`src/rtl/serial_add_ctrl.sv`:
```
`default_nettype none
// ============================================================================
//  Module   : full_adder / serial_add_ctrl
//  Purpose  : Bit-serial adder. One shared full adder is stepped LSB first
//             over WIDTH cycles with a registered carry; the result is
//             presented with a one-cycle done pulse.
//  Revision : 1.0 - initial release
// ============================================================================

// Single-bit full adder shared by the serial datapath.
module full_adder (
  input  logic a,
  input  logic b,
  input  logic cin,
  output logic sum,
  output logic cout
);
  assign sum  = a ^ b ^ cin;
  assign cout = (a & b) | (a & cin) | (b & cin);
endmodule

module serial_add_ctrl #(
  parameter int WIDTH = 8
) (
  input  logic             clk,
  input  logic             rst_n,
  input  logic             start,
  input  logic [WIDTH-1:0] a,
  input  logic [WIDTH-1:0] b,
  input  logic             cin,
  output logic             busy,
  output logic             done,
  output logic [WIDTH-1:0] sum,
  output logic             cout
);

  // Counter must hold WIDTH-1; keep at least one bit for WIDTH=1.
  localparam int             C_CNT_W = (WIDTH > 1) ? $clog2(WIDTH) : 1;
  localparam logic [C_CNT_W-1:0] C_LAST = C_CNT_W'(WIDTH - 1);

  localparam logic [1:0] C_IDLE = 2'd0;
  localparam logic [1:0] C_RUN  = 2'd1;
  localparam logic [1:0] C_DONE = 2'd2;

  logic [1:0]         r_state;
  logic [1:0]         w_state_next;
  logic [WIDTH-1:0]   r_a_sh;
  logic [WIDTH-1:0]   r_b_sh;
  logic [WIDTH-1:0]   r_acc_sh;
  logic               r_carry_q;
  logic [C_CNT_W-1:0] r_cnt;
  logic [WIDTH-1:0]   r_sum;
  logic               r_cout;
  logic               w_fa_sum;
  logic               w_fa_cout;
  logic [WIDTH-1:0]   w_acc_next;

  full_adder u_fa (
    .a    (r_a_sh[0]),
    .b    (r_b_sh[0]),
    .cin  (r_carry_q),
    .sum  (w_fa_sum),
    .cout (w_fa_cout)
  );

  // The new sum bit enters at the MSB; after WIDTH shifts bit 0 lands at LSB.
  generate
    if (WIDTH == 1) begin : g_acc_w1
      assign w_acc_next = w_fa_sum;
    end else begin : g_acc_wn
      assign w_acc_next = {w_fa_sum, r_acc_sh[WIDTH-1:1]};
    end
  endgenerate

  // State register.
  always_ff @(posedge clk or negedge rst_n) begin
    if (!rst_n) begin
      r_state <= C_IDLE;
    end else begin
      r_state <= w_state_next;
    end
  end

  // Next-state logic: start only matters in IDLE; DONE lasts exactly one cycle.
  always_comb begin
    w_state_next = r_state;
    case (r_state)
      C_IDLE:  if (start) w_state_next = C_RUN;
      C_RUN:   if (r_cnt == C_LAST) w_state_next = C_DONE;
      C_DONE:  w_state_next = C_IDLE;
      default: w_state_next = C_IDLE;
    endcase
  end

  // Output decode from the state register only, so no input-to-output path.
  always_comb begin
    busy = (r_state != C_IDLE);
    done = (r_state == C_DONE);
  end

  // Datapath: operand capture, serial shift/accumulate, result latch on last bit.
  always_ff @(posedge clk or negedge rst_n) begin
    if (!rst_n) begin
      r_a_sh    <= '0;
      r_b_sh    <= '0;
      r_acc_sh  <= '0;
      r_carry_q <= 1'b0;
      r_cnt     <= '0;
      r_sum     <= '0;
      r_cout    <= 1'b0;
    end else begin
      case (r_state)
        C_IDLE: begin
          if (start) begin
            r_a_sh    <= a;
            r_b_sh    <= b;
            r_carry_q <= cin;
            r_cnt     <= '0;
          end
        end
        C_RUN: begin
          r_acc_sh  <= w_acc_next;
          r_a_sh    <= r_a_sh >> 1;
          r_b_sh    <= r_b_sh >> 1;
          r_carry_q <= w_fa_cout;
          r_cnt     <= r_cnt + C_CNT_W'(1);
          if (r_cnt == C_LAST) begin
            r_sum  <= w_acc_next;
            r_cout <= w_fa_cout;
          end
        end
        default: begin
        end
      endcase
    end
  end

  assign sum  = r_sum;
  assign cout = r_cout;

endmodule
`default_nettype wire

```
`config.mk`:
```
export PLATFORM = sky130hd
export DESIGN_NAME = serial_add_ctrl
export DESIGN_NICKNAME = d
export VERILOG_FILES = /design/src/rtl/serial_add_ctrl.sv
export SDC_FILE = /design/constraint.sdc
export NUM_CORES = 1
export LEC_CHECK = 0
export CORE_AREA = 2 2 101 54
export DETAILED_ROUTE_END_ITERATION = 12
export DIE_AREA = 0 0 103 56
export SETUP_SLACK_MARGIN = 0.05
export SLEW_MARGIN = 10
export SYNTH_ARGS = -nofsm -noshare
export SYNTH_HDL_FRONTEND = slang
export SYNTH_SLANG_ARGS = --single-unit
```
`constraint.sdc`:
```
create_clock -name clk -period 1.45 [get_ports clk]
set_clock_uncertainty 0.1 [all_clocks]
set_input_delay 0.29 -clock clk [delete_from_list [all_inputs] [get_ports clk]]
set_output_delay 0.29 -clock clk [all_outputs]
set_load 0.005 [all_outputs]
```
==> report_table.html, run 1 <==
<table>
<tr><th>Metric</th><th>Value</th></tr>
<tr><th colspan="2">Setup path</th></tr>
<tr><td>Worst path top cell family by delay</td><td>flip-flops</td></tr>
<tr><td>Cell-by-cell listing of the critical path</td><td>ha_2 -&gt; ha_4 -&gt; nand3b_1 -&gt; buf_12 -&gt; mux2_4</td></tr>
<tr><td>CP peak stage delay</td><td>about 400 ps</td></tr>
<tr><td>CP bufs+invs</td><td>1</td></tr>
<tr><td>Total stage count of the critical path</td><td>5</td></tr>
<tr><td>Worst Path Arrival</td><td>about 1600 ps</td></tr>
<tr><td>Logic depth of the worst register-to-register path</td><td>5</td></tr>
<tr><td>Type of element launching the critical path</td><td>flip-flop</td></tr>
<tr><td>Critical Path RT</td><td>1530 ps</td></tr>
<tr><td>Maximum fanout count along the critical path</td><td>10</td></tr>
<tr><td>Critical Path End Type</td><td>flip-flop</td></tr>
<tr><td>CP Class</td><td>flip-flop to flip-flop</td></tr>
<tr><td>Slowest cell on crit path</td><td>dfrtp_1</td></tr>
<tr><th colspan="2">Timing</th></tr>
<tr><td>Worst rel slew slack</td><td>between 70% and 80%</td></tr>
<tr><td>Final-report hold violation count</td><td>0</td></tr>
<tr><td>Post-route worst setup slack</td><td>-85.2 ps</td></tr>
<tr><td>Pins Over Slew Limit</td><td>0</td></tr>
<tr><td>Final critical delay including setup and external delays</td><td>1540 ps</td></tr>
<tr><td>RSZ-0062 raised after global routing</td><td>true</td></tr>
<tr><td>Hold Slack</td><td>approximately 390 ps</td></tr>
<tr><td>Setup_tns</td><td>-1070 ps</td></tr>
<tr><td>Maximum clock frequency</td><td>651 MHz</td></tr>
<tr><td>Count of endpoints failing setup in the final report</td><td>21</td></tr>
<tr><td>Final period util</td><td>106%</td></tr>
<tr><td>Worst slew pin tran</td><td>316 ps</td></tr>
<tr><th colspan="2">Job</th></tr>
<tr><td>Max cap viols</td><td>0</td></tr>
<tr><th colspan="2">Layout</th></tr>
<tr><td>Layout cell share with drive strength beyond 1</td><td>45.8%</td></tr>
<tr><td>Number of nets in the final layout</td><td>212</td></tr>
<tr><td>Storage cell area</td><td>953 um^2</td></tr>
<tr><td>Final antenna diode count</td><td>0</td></tr>
<tr><td>Footprint of the multi-input gates</td><td>roughly 950 um^2</td></tr>
<tr><td>Number of cells in the finished layout apart from fillers</td><td>260</td></tr>
<tr><td>Filler cells</td><td>403</td></tr>
<tr><td>Top library cells by usage in the layout, fill and taps aside</td><td>dfrtp_1 (36), clkdlybuf4s50_1 (17), buf_4 (16)</td></tr>
<tr><td>Commonest non-fill, non-tap cell in the layout</td><td>dfrtp_1</td></tr>
<tr><td>Relative area change from synthesis to final layout</td><td>59.2%</td></tr>
<tr><th colspan="2">Synthesis</th></tr>
<tr><td>Post-Synthesis Mean Instance Area</td><td>13.4 um^2</td></tr>
<tr><td>Number of synthesis warnings</td><td>0</td></tr>
<tr><td>Synth Register Bits</td><td>38</td></tr>
<tr><td>Syn Std Cell Area</td><td>between 0.0015 and 0.002 mm^2</td></tr>
<tr><td>Seq/Total Area, Yosys</td><td>54.2%</td></tr>
<tr><td>Gate Count Post-Synth</td><td>roughly 130</td></tr>
<tr><td>Net Count, Synth</td><td>154</td></tr>
<tr><td>Library cells used by synthesis</td><td>25</td></tr>
<tr><th colspan="2">Route</th></tr>
<tr><td>Vias</td><td>1285</td></tr>
<tr><td>Total wirelength of the detailed-routed design</td><td>between 3000 and 4000 um</td></tr>
<tr><td>DRC Markers</td><td>0</td></tr>
<tr><td>Drt first-iter violations</td><td>40</td></tr>
<tr><td>DR vias/cell</td><td>4.94</td></tr>
<tr><td>Average wire per cell in the routed design</td><td>approximately 15 um</td></tr>
<tr><td>Detail Route Antenna Nets</td><td>0</td></tr>
<tr><td>Router iterations before antenna repair</td><td>4</td></tr>
<tr><th colspan="2">Die</th></tr>
<tr><td>Initial core utilization</td><td>36.4%</td></tr>
<tr><td>Number of I/O pins</td><td>31</td></tr>
<tr><td>Horizontal die dimension</td><td>103 um</td></tr>
<tr><td>Total die area</td><td>0.00577 mm^2</td></tr>
<tr><td>Placement Rows</td><td>18</td></tr>
<tr><td>Area of the core</td><td>0.00482 mm^2</td></tr>
<tr><td>Die Y-Extent</td><td>around 56 um</td></tr>
<tr><th colspan="2">Clock tree</th></tr>
<tr><td>Number of levels in the clock H-tree</td><td>2</td></tr>
<tr><td>Clock net sink count</td><td>38</td></tr>
<tr><td>Worst-path clk slew</td><td>approximately 80 ps</td></tr>
<tr><td>Skew-Pair Late Insertion Delay</td><td>290 ps</td></tr>
<tr><td>Clock root buffer master</td><td>clkbuf_8</td></tr>
<tr><td>Number of buffers on the longest clock path</td><td>2</td></tr>
<tr><td>CTS tree</td><td>yes</td></tr>
<tr><td>Number of buffers added by the clock tree synthesis step</td><td>5</td></tr>
<tr><th colspan="2">Place</th></tr>
<tr><td>Inst Count DP</td><td>roughly 240</td></tr>
<tr><td>Post-detailed-placement half-perimeter wirelength</td><td>2320 um</td></tr>
<tr><td>Gpl congestion</td><td>around 0.69</td></tr>
<tr><td>Worst setup slack before clock tree synthesis</td><td>-286 ps</td></tr>
<tr><td>Port Buf Inserts</td><td>30</td></tr>
<tr><th colspan="2">Status</th></tr>
<tr><td>Status</td><td>finished, violations left</td></tr>
<tr><td>Violations in the final reports</td><td>negative setup slack</td></tr>
<tr><th colspan="2">Pwr</th></tr>
<tr><td>Power Dens Cells</td><td>~2000 mW/mm^2</td></tr>
<tr><td>Worst IR drop on VDD</td><td>0.946 mV</td></tr>
<tr><td>Post-layout total power</td><td>around 5.5 mW</td></tr>
<tr><td>Pleak</td><td>1.23 nW</td></tr>
<tr><th colspan="2">GRT</th></tr>
<tr><td>GRT Util Overall</td><td>14.0%</td></tr>
<tr><td>Antenna violations before repair</td><td>0</td></tr>
<tr><td>Wire length of the first global-routing pass</td><td>a little over 6000 um</td></tr>
<tr><td>Vias in the first global route</td><td>about 1300</td></tr>
<tr><td>Global route total overflow</td><td>0</td></tr>
<tr><td>Pin count of the biggest net entering global routing</td><td>39</td></tr>
<tr><th colspan="2">Min path</th></tr>
<tr><td>Worst min-delay path class</td><td>primary input to asynchronous set/reset pin</td></tr>
</table>
## registers in the layout, summed over array words and instances, names as in the netlist
name / cells
r_state: 2
r_carry_q: 1
r_cnt: 3
sum: 8
cout: 1
r_acc_sh: 7
r_a_sh: 8
r_b_sh: 8
## synth_stat cells (all sizes together)
cell	number	area share, %
inv	7	1.5
dfrtp	38	54
or2	1	0.36
a211o	2	1.0
nor3b	8	3.4
a22o	2	1.0
o21bai	1	0.64
mux2i	1	0.57
nor4b	6	3.0
o21ba	1	0.57
nor4bb	2	1.1
buf	12	3.8
or4b	9	5.1
o221a	9	5.8
nor2b	1	0.36
ha	2	1.4
nand3b	1	0.43
a211oi	6	2.6
nand2b	3	1.1
and2b	1	0.43
fa	1	1.1
a21oi	1	0.28
mux2	16	10
## report_power, final
part | total (mW) | internal (mW) | switching [mW] | leakage (nW)
logic | 2.55 | 1.61 | 0.940 | 0.724
clock network | 1.08 | 0.689 | 0.391 | 0.0683
registers | 1.91 | 1.57 | 0.338 | 0.438
total | 5.54 | 3.87 | 1.67 | 1.23
## worst paths after layout
| kind | slack (ps) | end | from |
|---|---|---|---|
| max in group asynchronous | 640 | r_state[1]$_DFFE_PN0P_ | rst_n |
| min reg2reg | 410 | r_acc_sh[1]$_DFFE_PN0P_ | r_acc_sh[1]$_DFFE_PN0P_ |
| min in group clk | 390 | r_state[0]$_DFFE_PN0P_ | start |
| max | -90 | sum[0]$_DFFE_PN0P_ | r_cnt[0]$_DFFE_PN0P_ |
| min | 390 | r_a_sh[7]$_DFFE_PN0P_ | rst_n |
| max reg2reg | -90 | sum[0]$_DFFE_PN0P_ | r_cnt[0]$_DFFE_PN0P_ |
## area by class of cell
| type | instances | share of cell area, % |
|---|---|---|
| sequential | 38 | 34.1 |
| multi-input combinational | 74 | 34.0 |
| timing repair buffer | 63 | 22.9 |
| tap | 70 | 3.13 |
| clock buffer | 5 | 2.46 |
| clock inverter | 3 | 2.46 |
| inverter | 7 | 0.940 |
## tightest hold or removal path: stages
cell and delay [ps]:
dlygate4sd3_1 520, buf_2 120, buf_12 210
## what timing repair did
| item | 4_1_cts | 5_1_grt |
|---|---|---|
| cloned | 1 | 2 |
| setup endpoints to repair | 44 | 37 |
| gates resized for setup | 33 | 32 |
| setup buffers | 10 | 2 |
| pin swaps | 5 | 21 |
| hold buffers | 1 | 0 |
| endpoints found under the hold margin | 38 | 0 |
## per-layer routing
metal / vias to the layer above / routed length (um) / global-route usage [%]
met4: 0 / 19 / 3.38
met3: 2 / 148 / 4.15
met5: - / 0 / 0
met2: 21 / 1890 / 20.6
met1: 649 / 1890 / 20.1
li1: 613 / - / -
## metrics by stage
| step | instance area, um^2 | util, % |
|---|---|---|
| finish | 2790 | 58.0 |
| global route | 2790 | 58.0 |
| CTS | 2560 | 53.2 |
| detailed placement | 2290 | 47.5 |
| global placement | 2290 | 47.5 |
| floorplan | 1800 | - |
## logic make-up (layout without fill, tap and decap cells)
kind of cell | after synthesis | after routing | share of synthesized area [%]
compound gates | 22 | 22 | 11.8
flops | 38 | 38 | 54.2
simple gates | 32 | 32 | 15.3
mux | 17 | 17 | 10.8
fa+ha+maj | 3 | 3 | 2.57
buf+inv | 19 | 78 | 5.27
(Power assumes the default switching activity.)
==> run 2: changes to the inputs <==
--- a/config.mk
+++ b/config.mk
@@ -7,2 +7,3 @@
 export LEC_CHECK = 0
+export ABC_CLOCK_PERIOD_IN_PS = 1450
 export CORE_AREA = 2 2 101 54
--- a/constraint.sdc
+++ b/constraint.sdc
@@ -4,2 +4,2 @@
 set_output_delay 0.29 -clock clk [all_outputs]
-set_load 0.005 [all_outputs]
+set_load 0.1 [all_outputs]
==> report_table.html, run 2 (synthesized netlist as in run 1, its figures left out) <==
<table>
<tr><th>Metric</th><th>Value</th></tr>
<tr><th colspan="2">Die</th></tr>
<tr><td>Area of the core</td><td>0.00482 mm^2 (unchanged)</td></tr>
<tr><td>Horizontal die dimension</td><td>103 um (unchanged)</td></tr>
<tr><td>Placement Rows</td><td>18 (unchanged)</td></tr>
<tr><td>Total die area</td><td>0.00577 mm^2 (unchanged)</td></tr>
<tr><td>Die Y-Extent</td><td>56 um (unchanged)</td></tr>
<tr><td>Number of I/O pins</td><td>31 (unchanged)</td></tr>
<tr><td>Initial core utilization</td><td>36.4% (unchanged)</td></tr>
<tr><th colspan="2">GRT</th></tr>
<tr><td>Global route total overflow</td><td>0 (unchanged)</td></tr>
<tr><td>Met1 capacity usage during global routing</td><td>20.2% (was 20.1%)</td></tr>
<tr><td>Fraction of met2 tracks used by global routing</td><td>23.2% (was 20.6%)</td></tr>
<tr><td>Vias in the first global route</td><td>1316 (was 1307)</td></tr>
<tr><td>Met3 usage</td><td>3.89% (was 4.15%)</td></tr>
<tr><td>GRT Util Overall</td><td>14.7% (was 14.0%)</td></tr>
<tr><td>Wire length of the first global-routing pass</td><td>6580 um (was 6240 um)</td></tr>
<tr><td>Antenna violations before repair</td><td>0 (unchanged)</td></tr>
<tr><td>Pin count of the biggest net entering global routing</td><td>39 (unchanged)</td></tr>
<tr><td>Routing layer with the top usage in global route</td><td>met2 (unchanged)</td></tr>
<tr><th colspan="2">Setup path</th></tr>
<tr><td>Type of element launching the critical path</td><td>flip-flop (unchanged)</td></tr>
<tr><td>Critical Path RT</td><td>1060 ps (was 1530 ps)</td></tr>
<tr><td>CP Class</td><td>flip-flop to output pin (was flip-flop to flip-flop)</td></tr>
<tr><td>Worst Path Arrival</td><td>1250 ps (was 1610 ps)</td></tr>
<tr><td>Maximum fanout count along the critical path</td><td>4 (was 10)</td></tr>
<tr><td>Cell-by-cell listing of the critical path</td><td>buf_6 -&gt; or2_4 -&gt; buf_12 (was ha_2 -&gt; ha_4 -&gt; nand3b_1 -&gt; buf_12 -&gt; mux2_4)</td></tr>
<tr><td>Critical Path End Type</td><td>output pin (was flip-flop)</td></tr>
<tr><td>Slowest cell on crit path</td><td>dfrtp_1 (unchanged)</td></tr>
<tr><td>CP peak stage delay</td><td>410 ps (was 400 ps)</td></tr>
<tr><th colspan="2">Layout</th></tr>
<tr><td>Number of cells in the finished layout apart from fillers</td><td>254 (was 260)</td></tr>
<tr><td>Filler cells</td><td>394 (was 403)</td></tr>
<tr><td>Layout cell share with drive strength beyond 1</td><td>47.3% (was 45.8%)</td></tr>
<tr><td>Relative area change from synthesis to final layout</td><td>60.2% (was 59.2%)</td></tr>
<tr><td>Utilization of the core after routing</td><td>58.3% (was 58.0%)</td></tr>
<tr><td>Commonest non-fill, non-tap cell in the layout</td><td>dfrtp_1 (unchanged)</td></tr>
<tr><td>Design Area, Final</td><td>0.00281 mm^2 (was 0.00279 mm^2)</td></tr>
<tr><td>Storage cell area</td><td>951 um^2 (was 953 um^2)</td></tr>
<tr><td>Footprint of the multi-input gates</td><td>945 um^2 (was 950 um^2)</td></tr>
<tr><td>Number of nets in the final layout</td><td>206 (was 212)</td></tr>
<tr><td>Top library cells by usage in the layout, fill and taps aside</td><td>dfrtp_1 (38), clkdlybuf4s50_1 (17), buf_12 (15) (was dfrtp_1 (36), clkdlybuf4s50_1 (17), buf_4 (16))</td></tr>
<tr><td>Final antenna diode count</td><td>0 (unchanged)</td></tr>
<tr><th colspan="2">Timing</th></tr>
<tr><td>Worst rel slew slack</td><td>73.3% (was 78.9%)</td></tr>
<tr><td>Final critical delay including setup and external delays</td><td>1640 ps (was 1540 ps)</td></tr>
<tr><td>Count of endpoints failing setup in the final report</td><td>21 (unchanged)</td></tr>
<tr><td>Maximum clock frequency</td><td>611 MHz (was 651 MHz)</td></tr>
<tr><td>RSZ-0062 raised after global routing</td><td>true (unchanged)</td></tr>
<tr><td>Pins Over Slew Limit</td><td>0 (unchanged)</td></tr>
<tr><td>Post-route worst setup slack</td><td>-186 ps (was -85.2 ps)</td></tr>
<tr><td>Final period util</td><td>113% (was 106%)</td></tr>
<tr><td>Final-report hold violation count</td><td>0 (unchanged)</td></tr>
<tr><td>Worst slew pin tran</td><td>401 ps (was 316 ps)</td></tr>
<tr><th colspan="2">Route</th></tr>
<tr><td>Vias</td><td>1264 (was 1285)</td></tr>
<tr><td>Drt first-iter violations</td><td>55 (was 40)</td></tr>
<tr><td>Total wirelength of the detailed-routed design</td><td>3860 um (was 3950 um)</td></tr>
<tr><td>DRC Markers</td><td>0 (unchanged)</td></tr>
<tr><td>Detail Route Antenna Nets</td><td>0 (unchanged)</td></tr>
<tr><td>Average wire per cell in the routed design</td><td>15.2 um (about the same)</td></tr>
<tr><td>Router iterations before antenna repair</td><td>4 (unchanged)</td></tr>
<tr><td>DR vias/cell</td><td>4.98 (was 4.94)</td></tr>
<tr><th colspan="2">Pwr</th></tr>
<tr><td>Power Internal</td><td>3.90 mW (was 3.87 mW)</td></tr>
<tr><td>Part of the power in registers</td><td>29.9% (was 34.4%)</td></tr>
<tr><td>Clock power frac</td><td>11.2% (was 19.5%)</td></tr>
<tr><td>Pleak</td><td>1.22 nW (was 1.23 nW)</td></tr>
<tr><td>Net switching component of the power</td><td>2.66 mW (was 1.67 mW)</td></tr>
<tr><td>Worst IR drop on VDD</td><td>1.17 mV (was 0.946 mV)</td></tr>
<tr><td>Switching Fraction</td><td>40.6% (was 30.1%)</td></tr>
<tr><td>Post-layout total power</td><td>6.56 mW (was 5.54 mW)</td></tr>
<tr><td>Power Dens Cells</td><td>2330 mW/mm^2 (was 1980 mW/mm^2)</td></tr>
<tr><td>Combinational Power Share</td><td>58.9% (was 46.1%)</td></tr>
<tr><th colspan="2">Min path</th></tr>
<tr><td>Worst min-delay path class</td><td>flip-flop to flip-flop (was primary input to asynchronous set/reset pin)</td></tr>
<tr><th colspan="2">Place</th></tr>
<tr><td>Post-detailed-placement half-perimeter wirelength</td><td>2380 um (was 2320 um)</td></tr>
<tr><td>Worst setup slack before clock tree synthesis</td><td>-425 ps (was -286 ps)</td></tr>
<tr><td>Inst Count DP</td><td>238 (was 236)</td></tr>
<tr><td>Instance area after placement</td><td>0.00241 mm^2 (was 0.00229 mm^2)</td></tr>
<tr><td>Port Buf Inserts</td><td>30 (unchanged)</td></tr>
<tr><td>Gpl congestion</td><td>0.676 (was 0.695)</td></tr>
<tr><th colspan="2">Clock tree</th></tr>
<tr><td>Number of levels in the clock H-tree</td><td>2 (unchanged)</td></tr>
<tr><td>Number of buffers on the longest clock path</td><td>2 (unchanged)</td></tr>
<tr><td>Number of buffers added by the clock tree synthesis step</td><td>5 (unchanged)</td></tr>
<tr><td>Skew-Pair Late Insertion Delay</td><td>280 ps (was 290 ps)</td></tr>
<tr><td>Worst-path clk slew</td><td>70 ps (was 80 ps)</td></tr>
<tr><td>CTS tree</td><td>yes (unchanged)</td></tr>
<tr><td>Clock root buffer master</td><td>clkbuf_8 (unchanged)</td></tr>
<tr><td>Clock net sink count</td><td>38 (unchanged)</td></tr>
<tr><th colspan="2">Status</th></tr>
<tr><td>Status</td><td>finished, violations left (unchanged)</td></tr>
<tr><td>Violations in the final reports</td><td>negative setup slack (unchanged)</td></tr>
<tr><th colspan="2">Job</th></tr>
<tr><td>Max cap viols</td><td>0 (unchanged)</td></tr>
</table>
## run 2: path summary, 6_finish.rpt
path                       depth (start not counted)                      end  slack, ps                    start
min                                                1  r_acc_sh[1]$_DFFE_PN0P_        390  r_acc_sh[1]$_DFFE_PN0P_
min reg2reg                                        1  r_acc_sh[1]$_DFFE_PN0P_        390  r_acc_sh[1]$_DFFE_PN0P_
min in group asynchronous                          3    r_a_sh[7]$_DFFE_PN0P_        410                    rst_n
max in group asynchronous                          3       sum[4]$_DFFE_PN0P_        660                    rst_n
max reg2reg                                        4    r_a_sh[3]$_DFFE_PN0P_       -110   r_state[0]$_DFFE_PN0P_
max                                                3                     busy       -190   r_state[1]$_DFFE_PN0P_
## run 2: cell type report
type,count,area share [%]
tap,70,3.12
inverter,7,0.935
multi-input combinational,74,33.6
clock inverter,1,0.178
clock buffer,7,3.07
sequential,38,33.8
timing repair buffer,57,25.3
## run 2: power groups by stage
stage	logic (mW)	clock network, mW	registers, mW
global route	4.09	0.812	2.02
global placement	3.21	0	1.95
detailed placement	3.27	0	1.97
CTS	3.58	0.754	1.96
finish	3.86	0.735	1.96
floorplan	1.41	0	2.67
## run 2: routing by layer
| metal | part of all wire, % | up-vias |
|---|---|---|
| met4 | 0.91 | 0 |
| li1 | - | 596 |
| met5 | 0 | - |
| met1 | 47 | 635 |
| met3 | 3.7 | 4 |
| met2 | 48 | 29 |
## run 2: stage by stage
step,hold slack [ps],setup TNS (ps)
4_1_cts,398,-1970
2_1_floorplan,-106,-246
6_report,392,-2090
5_1_grt,412,-3100
3_5_place_dp,171,-8330
3_3_place_gp,170,-6990
## run 2: worst max-delay path, delay by kind of cell, from the launching register on
family,cells,cell delay [ps]
buf+inv,2,300
flops,1,410
simple gates,1,250
## run 2: repair_timing
item,CTS,global route
gates cloned,0,1
pin swaps,11,13
buffers inserted,4,2
hold buffers,1,0
hold endpoints to repair,38,0
gates resized for setup,27,15
endpoints found under the setup margin,31,37
==> run 3: changes to the inputs <==
- CORE_AREA: 2 2 101 54 -> 2 2 90 49
- DIE_AREA: 0 0 103 56 -> 0 0 92 51
- PLACE_DENSITY: default -> 0.73
==> report_table.html, run 3 (synthesized netlist as in run 1, its figures left out) <==
<table>
<tr><th>Metric</th><th>Value</th></tr>
<tr><th colspan="2">Status</th></tr>
<tr><td>Status</td><td>finished, violations left (unchanged)</td></tr>
<tr><td>Violations in the final reports</td><td>negative setup slack (unchanged)</td></tr>
<tr><th colspan="2">Pwr</th></tr>
<tr><td>Worst IR drop on VDD</td><td>0.958 mV (was 1.17 mV)</td></tr>
<tr><td>Pleak</td><td>1.26 nW (was 1.22 nW)</td></tr>
<tr><td>Power Dens Cells</td><td>2440 mW/mm^2 (was 2330 mW/mm^2)</td></tr>
<tr><td>Post-layout total power</td><td>6.99 mW (was 6.56 mW)</td></tr>
<tr><th colspan="2">Place</th></tr>
<tr><td>Gpl congestion</td><td>0.721 (was 0.676)</td></tr>
<tr><td>Post-detailed-placement half-perimeter wirelength</td><td>2830 um (was 2380 um)</td></tr>
<tr><td>Port Buf Inserts</td><td>30 (unchanged)</td></tr>
<tr><td>Inst Count DP</td><td>221 (was 238)</td></tr>
<tr><th colspan="2">Setup path</th></tr>
<tr><td>Cell-by-cell listing of the critical path</td><td>buf_6 -&gt; or2_4 -&gt; buf_12 (unchanged)</td></tr>
<tr><td>Worst Path Arrival</td><td>1270 ps (was 1250 ps)</td></tr>
<tr><td>Flop-to-flop setup slack</td><td>-150 ps (was -110 ps)</td></tr>
<tr><td>CP Class</td><td>flip-flop to output pin (unchanged)</td></tr>
<tr><td>Terminus of the critical flop-to-flop path</td><td>r_a_sh[0]$_DFFE_PN0P_ (was r_a_sh[3]$_DFFE_PN0P_)</td></tr>
<tr><td>Worst path top cell family by delay</td><td>flip-flops (unchanged)</td></tr>
<tr><td>Type of element launching the critical path</td><td>flip-flop (unchanged)</td></tr>
<tr><td>Reg-to-reg critical path startpoint</td><td>r_state[0]$_DFFE_PN0P_ (unchanged)</td></tr>
<tr><td>Critical Path RT</td><td>1060 ps (about the same)</td></tr>
<tr><td>CP bufs+invs</td><td>2 (unchanged)</td></tr>
<tr><td>Maximum fanout count along the critical path</td><td>4 (unchanged)</td></tr>
<tr><td>Critical Path End Type</td><td>output pin (unchanged)</td></tr>
<tr><td>Slowest cell on crit path</td><td>dfrtp_1 (unchanged)</td></tr>
<tr><td>Logic depth of the worst register-to-register path</td><td>3 (was 4)</td></tr>
<tr><td>CP peak stage delay</td><td>410 ps (about the same)</td></tr>
<tr><th colspan="2">Route</th></tr>
<tr><td>Router iterations before antenna repair</td><td>4 (unchanged)</td></tr>
<tr><td>Drt first-iter violations</td><td>63 (was 55)</td></tr>
<tr><td>DR vias/cell</td><td>5.54 (was 4.98)</td></tr>
<tr><td>DRC Markers</td><td>0 (unchanged)</td></tr>
<tr><td>Detail Route Antenna Nets</td><td>0 (unchanged)</td></tr>
<tr><td>Average wire per cell in the routed design</td><td>21.3 um (was 15.2 um)</td></tr>
<tr><td>Total wirelength of the detailed-routed design</td><td>5120 um (was 3860 um)</td></tr>
<tr><td>Vias</td><td>1329 (was 1264)</td></tr>
<tr><th colspan="2">Clock tree</th></tr>
<tr><td>Number of buffers added by the clock tree synthesis step</td><td>5 (unchanged)</td></tr>
<tr><td>Number of levels in the clock H-tree</td><td>2 (unchanged)</td></tr>
<tr><td>Skew-Pair Late Insertion Delay</td><td>290 ps (was 280 ps)</td></tr>
<tr><td>Number of buffers on the longest clock path</td><td>2 (unchanged)</td></tr>
<tr><td>Clock net sink count</td><td>38 (unchanged)</td></tr>
<tr><td>CTS tree</td><td>yes (unchanged)</td></tr>
<tr><td>Worst-path clk slew</td><td>70 ps (about the same)</td></tr>
<tr><td>Clock root buffer master</td><td>clkbuf_8 (unchanged)</td></tr>
<tr><th colspan="2">Layout</th></tr>
<tr><td>Final antenna diode count</td><td>0 (unchanged)</td></tr>
<tr><td>Utilization of the core after routing</td><td>71.0% (was 58.3%)</td></tr>
<tr><td>Number of cells in the finished layout apart from fillers</td><td>240 (was 254)</td></tr>
<tr><td>Relative area change from synthesis to final layout</td><td>63.4% (was 60.2%)</td></tr>
<tr><td>Layout cell share with drive strength beyond 1</td><td>51.9% (was 47.3%)</td></tr>
<tr><td>Top library cells by usage in the layout, fill and taps aside</td><td>dfrtp_1 (38), clkdlybuf4s50_1 (18), mux2_4 (16) (was dfrtp_1 (38), clkdlybuf4s50_1 (17), buf_12 (15))</td></tr>
<tr><td>Filler cells</td><td>246 (was 394)</td></tr>
<tr><td>Number of nets in the final layout</td><td>206 (unchanged)</td></tr>
<tr><td>Commonest non-fill, non-tap cell in the layout</td><td>dfrtp_1 (unchanged)</td></tr>
<tr><td>Footprint of the multi-input gates</td><td>990 um^2 (was 945 um^2)</td></tr>
<tr><td>Storage cell area</td><td>951 um^2 (unchanged)</td></tr>
<tr><th colspan="2">Timing</th></tr>
<tr><td>Maximum clock frequency</td><td>603 MHz (was 611 MHz)</td></tr>
<tr><td>Post-route worst setup slack</td><td>-210 ps (was -186 ps)</td></tr>
<tr><td>Worst slew pin tran</td><td>432 ps (was 401 ps)</td></tr>
<tr><td>Worst rel slew slack</td><td>71.2% (was 73.3%)</td></tr>
<tr><td>Count of endpoints failing setup in the final report</td><td>27 (was 21)</td></tr>
<tr><td>Pins Over Slew Limit</td><td>0 (unchanged)</td></tr>
<tr><td>Final critical delay including setup and external delays</td><td>1660 ps (was 1640 ps)</td></tr>
<tr><td>Hold Slack</td><td>375 ps (was 392 ps)</td></tr>
<tr><td>Final-report hold violation count</td><td>0 (unchanged)</td></tr>
<tr><td>RSZ-0062 raised after global routing</td><td>true (unchanged)</td></tr>
<tr><td>Final period util</td><td>114% (was 113%)</td></tr>
<tr><th colspan="2">Min path</th></tr>
<tr><td>Worst min-delay path class</td><td>primary input to asynchronous set/reset pin (was flip-flop to flip-flop)</td></tr>
<tr><th colspan="2">GRT</th></tr>
<tr><td>Wire length of the first global-routing pass</td><td>7650 um (was 6580 um)</td></tr>
<tr><td>Pin count of the biggest net entering global routing</td><td>24 (was 39)</td></tr>
<tr><td>GRT Util Overall</td><td>21.9% (was 14.7%)</td></tr>
<tr><td>Vias in the first global route</td><td>1431 (was 1316)</td></tr>
<tr><td>Global route total overflow</td><td>0 (unchanged)</td></tr>
<tr><td>Antenna violations before repair</td><td>0 (unchanged)</td></tr>
<tr><th colspan="2">Die</th></tr>
<tr><td>Number of I/O pins</td><td>31 (unchanged)</td></tr>
<tr><td>Area of the core</td><td>0.00404 mm^2 (was 0.00482 mm^2)</td></tr>
<tr><td>Placement Rows</td><td>17 (was 18)</td></tr>
<tr><td>Horizontal die dimension</td><td>92 um (was 103 um)</td></tr>
<tr><td>Initial core utilization</td><td>43.4% (was 36.4%)</td></tr>
<tr><td>Die Y-Extent</td><td>51 um (was 56 um)</td></tr>
<tr><td>Total die area</td><td>0.00469 mm^2 (was 0.00577 mm^2)</td></tr>
<tr><th colspan="2">Job</th></tr>
<tr><td>Max cap viols</td><td>0 (unchanged)</td></tr>
</table>
[run 3: power by group]
| group | switching (mW) | internal, mW |
|---|---|---|
| sequential | 0.479 | 1.57 |
| clock | 0.362 | 0.550 |
| combinational | 2.05 | 1.98 |
| total | 2.89 | 4.10 |
[run 3: worst max path at each step]
stage | endpoint | start | cells past startpoint | slack [ps]
3_5_place_dp | r_a_sh[3]$_DFFE_PN0P_ | start | 4 | -310
2_1_floorplan | done | r_state[0]$_DFFE_PN0P_ | 3 | -110
4_1_cts | busy | r_state[0]$_DFFE_PN0P_ | 3 | -170
5_1_grt | busy | r_state[0]$_DFFE_PN0P_ | 3 | -240
6_report | busy | r_state[0]$_DFFE_PN0P_ | 3 | -210
3_3_place_gp | r_carry_q$_DFFE_PN0P_ | start | 4 | -270
[run 3: layout make-up]
type | count | share of cell area, %
sequential | 38 | 33.1
timing repair buffer | 57 | 25.0
clock inverter | 1 | 1.05
inverter | 7 | 0.916
tap | 57 | 2.49
clock buffer | 6 | 2.88
multi-input combinational | 74 | 34.5
[run 3: timing repair]
action,CTS,global route
hold buffers,1,0
setup buffers,8,4
cloned,2,0
pin swaps,11,10
gates resized for setup,33,22
endpoints found under the setup margin,32,36
hold endpoints to repair,15,0
[run 3: routing by layer]
layer / vias to the layer above / share of wire (%) / track usage [%]
met2: 36 / 49 / 37.6
met4: 0 / 2.2 / 5.22
met1: 686 / 44 / 28.1
met5: - / 0 / 0
li1: 596 / - / -
met3: 11 / 5.2 / 6.05
[run 3: stage by stage]
step	TNS, ps	area [um^2]	setup WS [ps]
2_1_floorplan	-246	1830	-111
3_3_place_gp	-5220	2380	-275
3_5_place_dp	-5870	2380	-311
4_1_cts	-1370	2720	-173
5_1_grt	-3540	2870	-237
6_report	-2780	2870	-210
